$ cat src/rtl/id_bypass_scoreboard_pkg.sv
`default_nettype none
// ============================================================================
// Module   : id_bypass_scoreboard_pkg
// Brief    : Shared constants and slice helpers for the decode operand unit.
// Revision : 1.0 - initial release
// ============================================================================
package id_bypass_scoreboard_pkg;

  // Architectural register that always reads as zero and is never tracked.
  localparam int unsigned REG_ZERO = 0;

  // Per forwarding entry control bits: valid, writes-GPR, data-final.
  localparam int unsigned FWD_CTRL_W = 3;

  // Low bit index of entry idx inside a flattened bus of width-bit fields.
  function automatic int unsigned slice_lo(input int unsigned idx, input int unsigned width);
    return idx * width;
  endfunction

endpackage
`default_nettype wire

$ cat src/rtl/id_bypass_scoreboard_operand_resolve.sv
`default_nettype none
// ============================================================================
// Module   : operand_resolve
// Brief    : Combinational priority mux selecting one source operand from
//            forwarding stages, writeback or the register file.
// Revision : 1.0 - initial release
// ============================================================================
module operand_resolve
  import id_bypass_scoreboard_pkg::*;
#(
  parameter int AW   = 5,
  parameter int DW   = 32,
  parameter int NFWD = 3
) (
  input  logic [AW-1:0]      i_src,
  input  logic               i_pending_nz,
  input  logic [NFWD-1:0]    i_fwd_valid,
  input  logic [NFWD-1:0]    i_fwd_we,
  input  logic [NFWD-1:0]    i_fwd_rdy,
  input  logic [NFWD*AW-1:0] i_fwd_addr,
  input  logic [NFWD*DW-1:0] i_fwd_data,
  input  logic               i_wb_valid,
  input  logic               i_wb_we,
  input  logic [AW-1:0]      i_wb_addr,
  input  logic [DW-1:0]      i_wb_data,
  input  logic [DW-1:0]      i_rf_rdata,
  output logic [DW-1:0]      o_value,
  output logic               o_ready
);

  logic          w_fwd_hit;
  logic          w_fwd_rdy;
  logic [DW-1:0] w_fwd_data;
  logic          w_wb_hit;

  // Lowest-index (youngest) matching forwarding stage wins.
  always_comb begin
    w_fwd_hit  = 1'b0;
    w_fwd_rdy  = 1'b0;
    w_fwd_data = '0;
    for (int i = 0; i < NFWD; i++) begin
      if (!w_fwd_hit && i_fwd_valid[i] && i_fwd_we[i] &&
          (i_fwd_addr[slice_lo(i, AW) +: AW] == i_src)) begin
        w_fwd_hit  = 1'b1;
        w_fwd_rdy  = i_fwd_rdy[i];
        w_fwd_data = i_fwd_data[slice_lo(i, AW*0 + DW) * 0 + slice_lo(i, DW) +: DW];
      end
    end
  end

  assign w_wb_hit = i_wb_valid && i_wb_we && (i_wb_addr == i_src);

  // Zero register, then forwarding, then writeback, then RF gated by the scoreboard.
  always_comb begin
    o_value = i_rf_rdata;
    o_ready = !i_pending_nz;
    if (i_src == AW'(REG_ZERO)) begin
      o_value = '0;
      o_ready = 1'b1;
    end else if (w_fwd_hit) begin
      o_value = w_fwd_data;
      o_ready = w_fwd_rdy;
    end else if (w_wb_hit) begin
      o_value = i_wb_data;
      o_ready = 1'b1;
    end
  end

endmodule
`default_nettype wire

$ cat src/rtl/id_bypass_scoreboard.sv
`default_nettype none
// ============================================================================
// Module   : id_bypass_scoreboard
// Brief    : Decode slot with valid/allowin handshake, operand bypass from
//            NFWD stages plus writeback, and a per-register pending-write
//            scoreboard that stalls until all read sources are available.
// Revision : 1.0 - initial release
// ============================================================================
module id_bypass_scoreboard
  import id_bypass_scoreboard_pkg::*;
#(
  parameter int NREG = 32,
  parameter int AW   = 5,
  parameter int DW   = 32,
  parameter int NFWD = 3,
  parameter int CNTW = 2,
  parameter int PW   = 64
) (
  input  logic               clk,
  input  logic               reset,
  input  logic               i_flush,
  input  logic               i_in_valid,
  output logic               o_in_allowin,
  input  logic [PW-1:0]      i_in_payload,
  input  logic [AW-1:0]      i_in_rs,
  input  logic [AW-1:0]      i_in_rt,
  input  logic               i_in_rs_re,
  input  logic               i_in_rt_re,
  input  logic [AW-1:0]      i_in_dest,
  input  logic               i_in_gr_we,
  output logic               o_out_valid,
  input  logic               i_out_allowin,
  output logic [PW-1:0]      o_out_payload,
  output logic [DW-1:0]      o_out_rs_value,
  output logic [DW-1:0]      o_out_rt_value,
  output logic [AW-1:0]      o_out_dest,
  output logic               o_out_gr_we,
  output logic [AW-1:0]      o_rf_raddr1,
  output logic [AW-1:0]      o_rf_raddr2,
  input  logic [DW-1:0]      i_rf_rdata1,
  input  logic [DW-1:0]      i_rf_rdata2,
  input  logic [NFWD-1:0]    i_fwd_valid,
  input  logic [NFWD-1:0]    i_fwd_we,
  input  logic [NFWD-1:0]    i_fwd_rdy,
  input  logic [NFWD*AW-1:0] i_fwd_addr,
  input  logic [NFWD*DW-1:0] i_fwd_data,
  input  logic               i_wb_valid,
  input  logic               i_wb_we,
  input  logic [AW-1:0]      i_wb_addr,
  input  logic [DW-1:0]      i_wb_data
);

  localparam logic [CNTW-1:0] c_cnt_max = '1;

  logic            r_valid;
  logic [PW-1:0]   r_payload;
  logic [AW-1:0]   r_rs;
  logic [AW-1:0]   r_rt;
  logic            r_rs_re;
  logic            r_rt_re;
  logic [AW-1:0]   r_dest;
  logic            r_gr_we;
  logic [CNTW-1:0] r_pending [NREG];

  logic            w_rs_ready;
  logic            w_rt_ready;
  logic            w_dest_sat;
  logic            w_ready_go;
  logic            w_issue;
  logic            w_wb_dec_req;
  logic [NREG-1:0] w_inc_vec;
  logic [NREG-1:0] w_dec_vec;

  operand_resolve #(.AW(AW), .DW(DW), .NFWD(NFWD)) u_rs_resolve (
    .i_src        (r_rs),
    .i_pending_nz (r_pending[r_rs] != '0),
    .i_fwd_valid  (i_fwd_valid),
    .i_fwd_we     (i_fwd_we),
    .i_fwd_rdy    (i_fwd_rdy),
    .i_fwd_addr   (i_fwd_addr),
    .i_fwd_data   (i_fwd_data),
    .i_wb_valid   (i_wb_valid),
    .i_wb_we      (i_wb_we),
    .i_wb_addr    (i_wb_addr),
    .i_wb_data    (i_wb_data),
    .i_rf_rdata   (i_rf_rdata1),
    .o_value      (o_out_rs_value),
    .o_ready      (w_rs_ready)
  );

  operand_resolve #(.AW(AW), .DW(DW), .NFWD(NFWD)) u_rt_resolve (
    .i_src        (r_rt),
    .i_pending_nz (r_pending[r_rt] != '0),
    .i_fwd_valid  (i_fwd_valid),
    .i_fwd_we     (i_fwd_we),
    .i_fwd_rdy    (i_fwd_rdy),
    .i_fwd_addr   (i_fwd_addr),
    .i_fwd_data   (i_fwd_data),
    .i_wb_valid   (i_wb_valid),
    .i_wb_we      (i_wb_we),
    .i_wb_addr    (i_wb_addr),
    .i_wb_data    (i_wb_data),
    .i_rf_rdata   (i_rf_rdata2),
    .o_value      (o_out_rt_value),
    .o_ready      (w_rt_ready)
  );

  // A full counter on our destination must hold the slot so counters never wrap.
  assign w_dest_sat   = r_gr_we && (r_dest != AW'(REG_ZERO)) && (r_pending[r_dest] == c_cnt_max);
  assign w_ready_go   = (!r_rs_re || w_rs_ready) && (!r_rt_re || w_rt_ready) && !w_dest_sat;
  assign o_in_allowin = !r_valid || (w_ready_go && i_out_allowin);
  assign o_out_valid  = r_valid && w_ready_go && !i_flush;
  assign w_issue      = o_out_valid && i_out_allowin;
  assign w_wb_dec_req = i_wb_valid && i_wb_we && (i_wb_addr != AW'(REG_ZERO));

  assign o_out_payload = r_payload;
  assign o_out_dest    = r_dest;
  assign o_out_gr_we   = r_gr_we;
  assign o_rf_raddr1   = r_rs;
  assign o_rf_raddr2   = r_rt;

  // Per-register increment/decrement requests; register zero is never tracked.
  for (genvar g = 0; g < NREG; g++) begin : g_cnt
    assign w_inc_vec[g] = w_issue && r_gr_we && (r_dest == AW'(g)) && (AW'(g) != AW'(REG_ZERO));
    assign w_dec_vec[g] = w_wb_dec_req && (i_wb_addr == AW'(g)) && (r_pending[g] != '0);
  end

  // Slot state: flush kills the slot even while stalled; capture on handshake.
  always_ff @(posedge clk) begin
    if (reset) begin
      r_valid   <= 1'b0;
      r_payload <= '0;
      r_rs      <= '0;
      r_rt      <= '0;
      r_rs_re   <= 1'b0;
      r_rt_re   <= 1'b0;
      r_dest    <= '0;
      r_gr_we   <= 1'b0;
    end else begin
      if (i_flush) begin
        r_valid <= 1'b0;
      end else if (o_in_allowin) begin
        r_valid <= i_in_valid;
      end
      if (i_in_valid && o_in_allowin) begin
        r_payload <= i_in_payload;
        r_rs      <= i_in_rs;
        r_rt      <= i_in_rt;
        r_rs_re   <= i_in_rs_re;
        r_rt_re   <= i_in_rt_re;
        r_dest    <= i_in_dest;
        r_gr_we   <= i_in_gr_we;
      end
    end
  end

  // Pending-write counters: +1 on issue, -1 on writeback, net zero on collision.
  always_ff @(posedge clk) begin
    if (reset) begin
      for (int r = 0; r < NREG; r++) r_pending[r] <= '0;
    end else begin
      for (int r = 0; r < NREG; r++) begin
        if (w_inc_vec[r] && !w_dec_vec[r]) begin
          r_pending[r] <= r_pending[r] + 1'b1;
        end else if (w_dec_vec[r] && !w_inc_vec[r]) begin
          r_pending[r] <= r_pending[r] - 1'b1;
        end
      end
    end
  end

  // A writeback must always retire a write that was counted at issue.
  always_ff @(posedge clk) begin
    if (!reset && w_wb_dec_req) begin
      assert (r_pending[i_wb_addr] != '0);
    end
  end

endmodule
`default_nettype wire

$ cat config.mk
export PLATFORM = sky130hd
export DESIGN_NAME = id_bypass_scoreboard
export DESIGN_NICKNAME = d
export VERILOG_FILES = /design/src/rtl/id_bypass_scoreboard_pkg.sv /design/src/rtl/id_bypass_scoreboard_operand_resolve.sv /design/src/rtl/id_bypass_scoreboard.sv
export SDC_FILE = /design/constraint.sdc
export NUM_CORES = 1
export LEC_CHECK = 0
export CAP_MARGIN = 20
export CORE_MARGIN = 2
export CORE_UTILIZATION = 35
export DETAILED_ROUTE_END_ITERATION = 6
export DONT_BUFFER_PORTS = 1
export MAX_ROUTING_LAYER = met4
export PLACE_DENSITY = 0.46
export RECOVER_POWER = 50
export SETUP_SLACK_MARGIN = 0.15
export SLEW_MARGIN = 20
export SYNTH_ARGS = -nofsm -noshare
export SYNTH_HDL_FRONTEND = slang
export SYNTH_SLANG_ARGS = --single-unit
$ cat constraint.sdc
create_clock -name clk -period 5.34 [get_ports clk]
set_clock_uncertainty 0.15 [all_clocks]
set_input_delay 0.534 -clock clk [delete_from_list [all_inputs] [get_ports clk]]
set_output_delay 0.534 -clock clk [all_outputs]
set_load 0.03 [all_outputs]
==> qor.csv <==
metric;value;unit
status;finished clean;
crit_chain;xnor2_1 -> nand4_1 -> or3b_2 -> buf_4 -> nand2_1 -> nor2_4 -> a211oi_1 -> a211oi_1 -> buf_4;
initial_utilization;35.52;%
hold_path_class;input pin to flop;
p_switching;1.363;mW
worstPathArrival;4130;ps
p_sw_share;37.03;%
synthMuxAreaShare;18.65;%
slew_viol_final;0;
fmax;0.2077;GHz
synth_xor_area_share;5.782;%
area_delta_synth_final;9.912;%
cp_max_fo;29;
fin_area;13490;um2
cellInternalPower;2.317;mW
synth_top_family_by_area;simple AND/OR/NAND/NOR gates;
wl_per_cell;25.89;um
worst_slew_pin_slew;1068;ps
clock_sinks;162;
drive_above_1_share;10.96;%
core-area;34540;um2
synth-edff-count;64;
portBuffers;0;
dpl.hpwl;38550;um
vias;11390;
gp_congestion;0.8721;
nets;1749;
firstDrtPassIters;6;
ctsLongestPathBuffers;2;
cts-resized-gates;0;
via_per_inst;5.970;
post-cts-setup-buffers;0;
synth.avg_cell_area;8.358;um2
postRouteAntennaNets;0;
cts_hold_buf;1;
powerDensity;272.8;nW/um2
die_w;191.2;um
static-leakage-power;5.272;nW
rsz0062_at_grt;no;
ys.flop_type;dfxtp_1;
async_reset_ff_share;0;%
h-tree-depth;4;
die_y;191.2;um
cts_made_buffers;17;
power_frac_clock;35.2;%
cp-end-kind;output port;
peakVddDrop;0.1746;mV
grt_pass1_wl;69230;um
synth_fa_ha_area_share;0.1020;%
antenna_found_initial;2;
slowest_stage;a211oi_1;
slew_headroom;28.60;%
p_seq_share;42.7;%
cts_tree;done;
maxCapViolations;0;
drc;0;
clock_latency;450;ps
post-route-period-util;90.18;%
path_class;flop to output port;
place_area;12880;um2
root_buffer;clkbuf_16;
ys_warn_count;0;
finalSetupViolations;0;
fillers;3600;
required;4660;ps
start_kind;flop;
grt_util_all_layers;26.19;%
finalCriticalPeriod;4816;ps
synth-compound-area-share;14.01;%
grt_pass1_vias;10620;
multi_input_area;7880;um2
cpPeakStageDelay;820;ps
seq_area;3884;um2
dp.cells;1873;
yosysUniqueCellTypes;59;
grt_max_degree;221;
drt_iter0_drc;946;
syn_inst;1468;
hold_viol;0;
synthSimpleGateAreaFrac;25.35;%
drt-total-wl;49400;um
die_area;36570;um2
gr-total-overflow;0;
ys_ff_latch;162;
tns;0;ps
postLayoutCoreUtil;39.04;%
finalPower;3.679;mW
synth_area;12270;um2
stdcell_count;1908;
p_comb_share;22.0;%
row_count;68;
io_pins;456;
ys_seq_area_share;31.65;%
path_clk_slew;80;ps
cell type report:
| cell class | count | share of cell area [%] |
|---|---|---|
| Antenna cell | 2 | 0.03711 |
| Clock buffer | 17 | 3.155 |
| Clock inverter | 15 | 1.512 |
| Inverter | 12 | 0.3340 |
| Multi-Input combinational cell | 1180 | 58.43 |
| Sequential cell | 162 | 28.80 |
| Tap cell | 455 | 4.222 |
| Timing Repair Buffer | 65 | 3.507 |
registers in the layout, summed over array words and instances (netlist names), named ones only:
name,count
r_valid,1
r_pending,64
r_rt_re,1
o_out_payload,64
o_rf_raddr1,5
o_out_dest,5
r_rs_re,1
o_out_gr_we,1
o_rf_raddr2,5
power by group through the flow:
| stage | Combinational [mW] | Sequential (mW) | Clock (mW) |
|---|---|---|---|
| global placement | 0.807 | 1.60 | 0 |
| floorplan | 0.639 | 1.54 | 0 |
| global route | 0.866 | 1.59 | 1.37 |
| detailed placement | 0.813 | 1.60 | 0 |
| finish | 0.810 | 1.57 | 1.30 |
| CTS | 0.815 | 1.57 | 1.32 |
synthesized netlist by cell type (15+ instances only):
cell type / count / area share (%)
mux2i_1: 151 / 12
and2_1: 18 / 0.92
buf_2: 22 / 0.90
nand4_1: 51 / 2.6
a22oi_1: 31 / 1.9
clkbuf_1: 75 / 2.3
xor2_1: 41 / 2.9
o22ai_1: 15 / 0.76
mux4_2: 16 / 2.9
nand3_1: 23 / 0.94
nand2b_1: 34 / 1.7
xnor2_1: 40 / 2.9
dfxtp_1: 98 / 16
nor3b_1: 34 / 2.1
nor3_1: 55 / 2.2
or4_1: 15 / 0.92
nor2_1: 268 / 8.2
o21ai_0: 34 / 1.4
edfxtp_1: 64 / 16
mux2_2: 37 / 3.4
a21oi_1: 70 / 2.9
nand2_1: 81 / 2.5
a211oi_1: 55 / 3.4
stage by stage:
stage / setup slack [ps] / hold WS (ps)
4_1_cts: 710.5 / 43.09
3_3_place_gp: 822.0 / 325.2
2_1_floorplan: 1587 / 306.7
3_5_place_dp: 721.8 / 350.1
5_1_grt: 348.9 / 7.993
6_report: 524.3 / 48.78
critical path, delay by kind of cell (launching register included):
kind	cells	cell delay, ps
simple gates	4	1040
buf+inv	2	750
xor+xnor	1	160
compound gates	2	960
flops	1	750
layout by cell type (no fill, tap or decap), types with 31 or more instances in the layout:
cell,instances
nor2_1,264
mux2i_1,151
dfxtp_1,98
nand2_1,81
a21oi_1,70
edfxtp_1,64
nor3_1,55
buf_4,55
a211oi_1,54
nand4_1,52
xor2_1,41
xnor2_1,40
mux2_2,37
o21ai_0,34
nand2b_1,34
nor3b_1,34
a22oi_1,31
cell families (layout without fill, tap and decap cells):
kind of cell    count (synthesis)  count (layout)
xor+xnor                       81              81
buf+inv                       127             109
compound gates                256             256
other cells                     1               4
mux                           204             204
flops                         162             162
fa+ha+maj                       1               1
simple gates                  636             636
worst paths after layout:
kind / from / cells after the start / slack [ps] / endpoint
min reg2reg: r_rs_re$_SDFFE_PP0P_ / 2 / 360 / r_rs_re$_SDFFE_PP0P_
min: reset / 1 / 50 / o_out_payload[0]$_SDFFE_PP0P_
max: o_rf_raddr2[0]$_SDFFE_PP0P_ / 9 / 520 / o_out_rt_value[18]
max reg2reg: o_rf_raddr2[4]$_SDFFE_PP0P_ / 12 / 610 / r_pending[16][1]$_SDFFCE_PN0P_
per-layer routing:
layer	up-vias	track usage (%)	share of wire [%]
li1	5317	-	-
met1	5496	32.52	41
met2	528	42.24	48
met3	50	6.664	8.9
met4	0	7.012	2.1
met5	-	-	0
No activity file was read; power rests on OpenSTA's default activity.
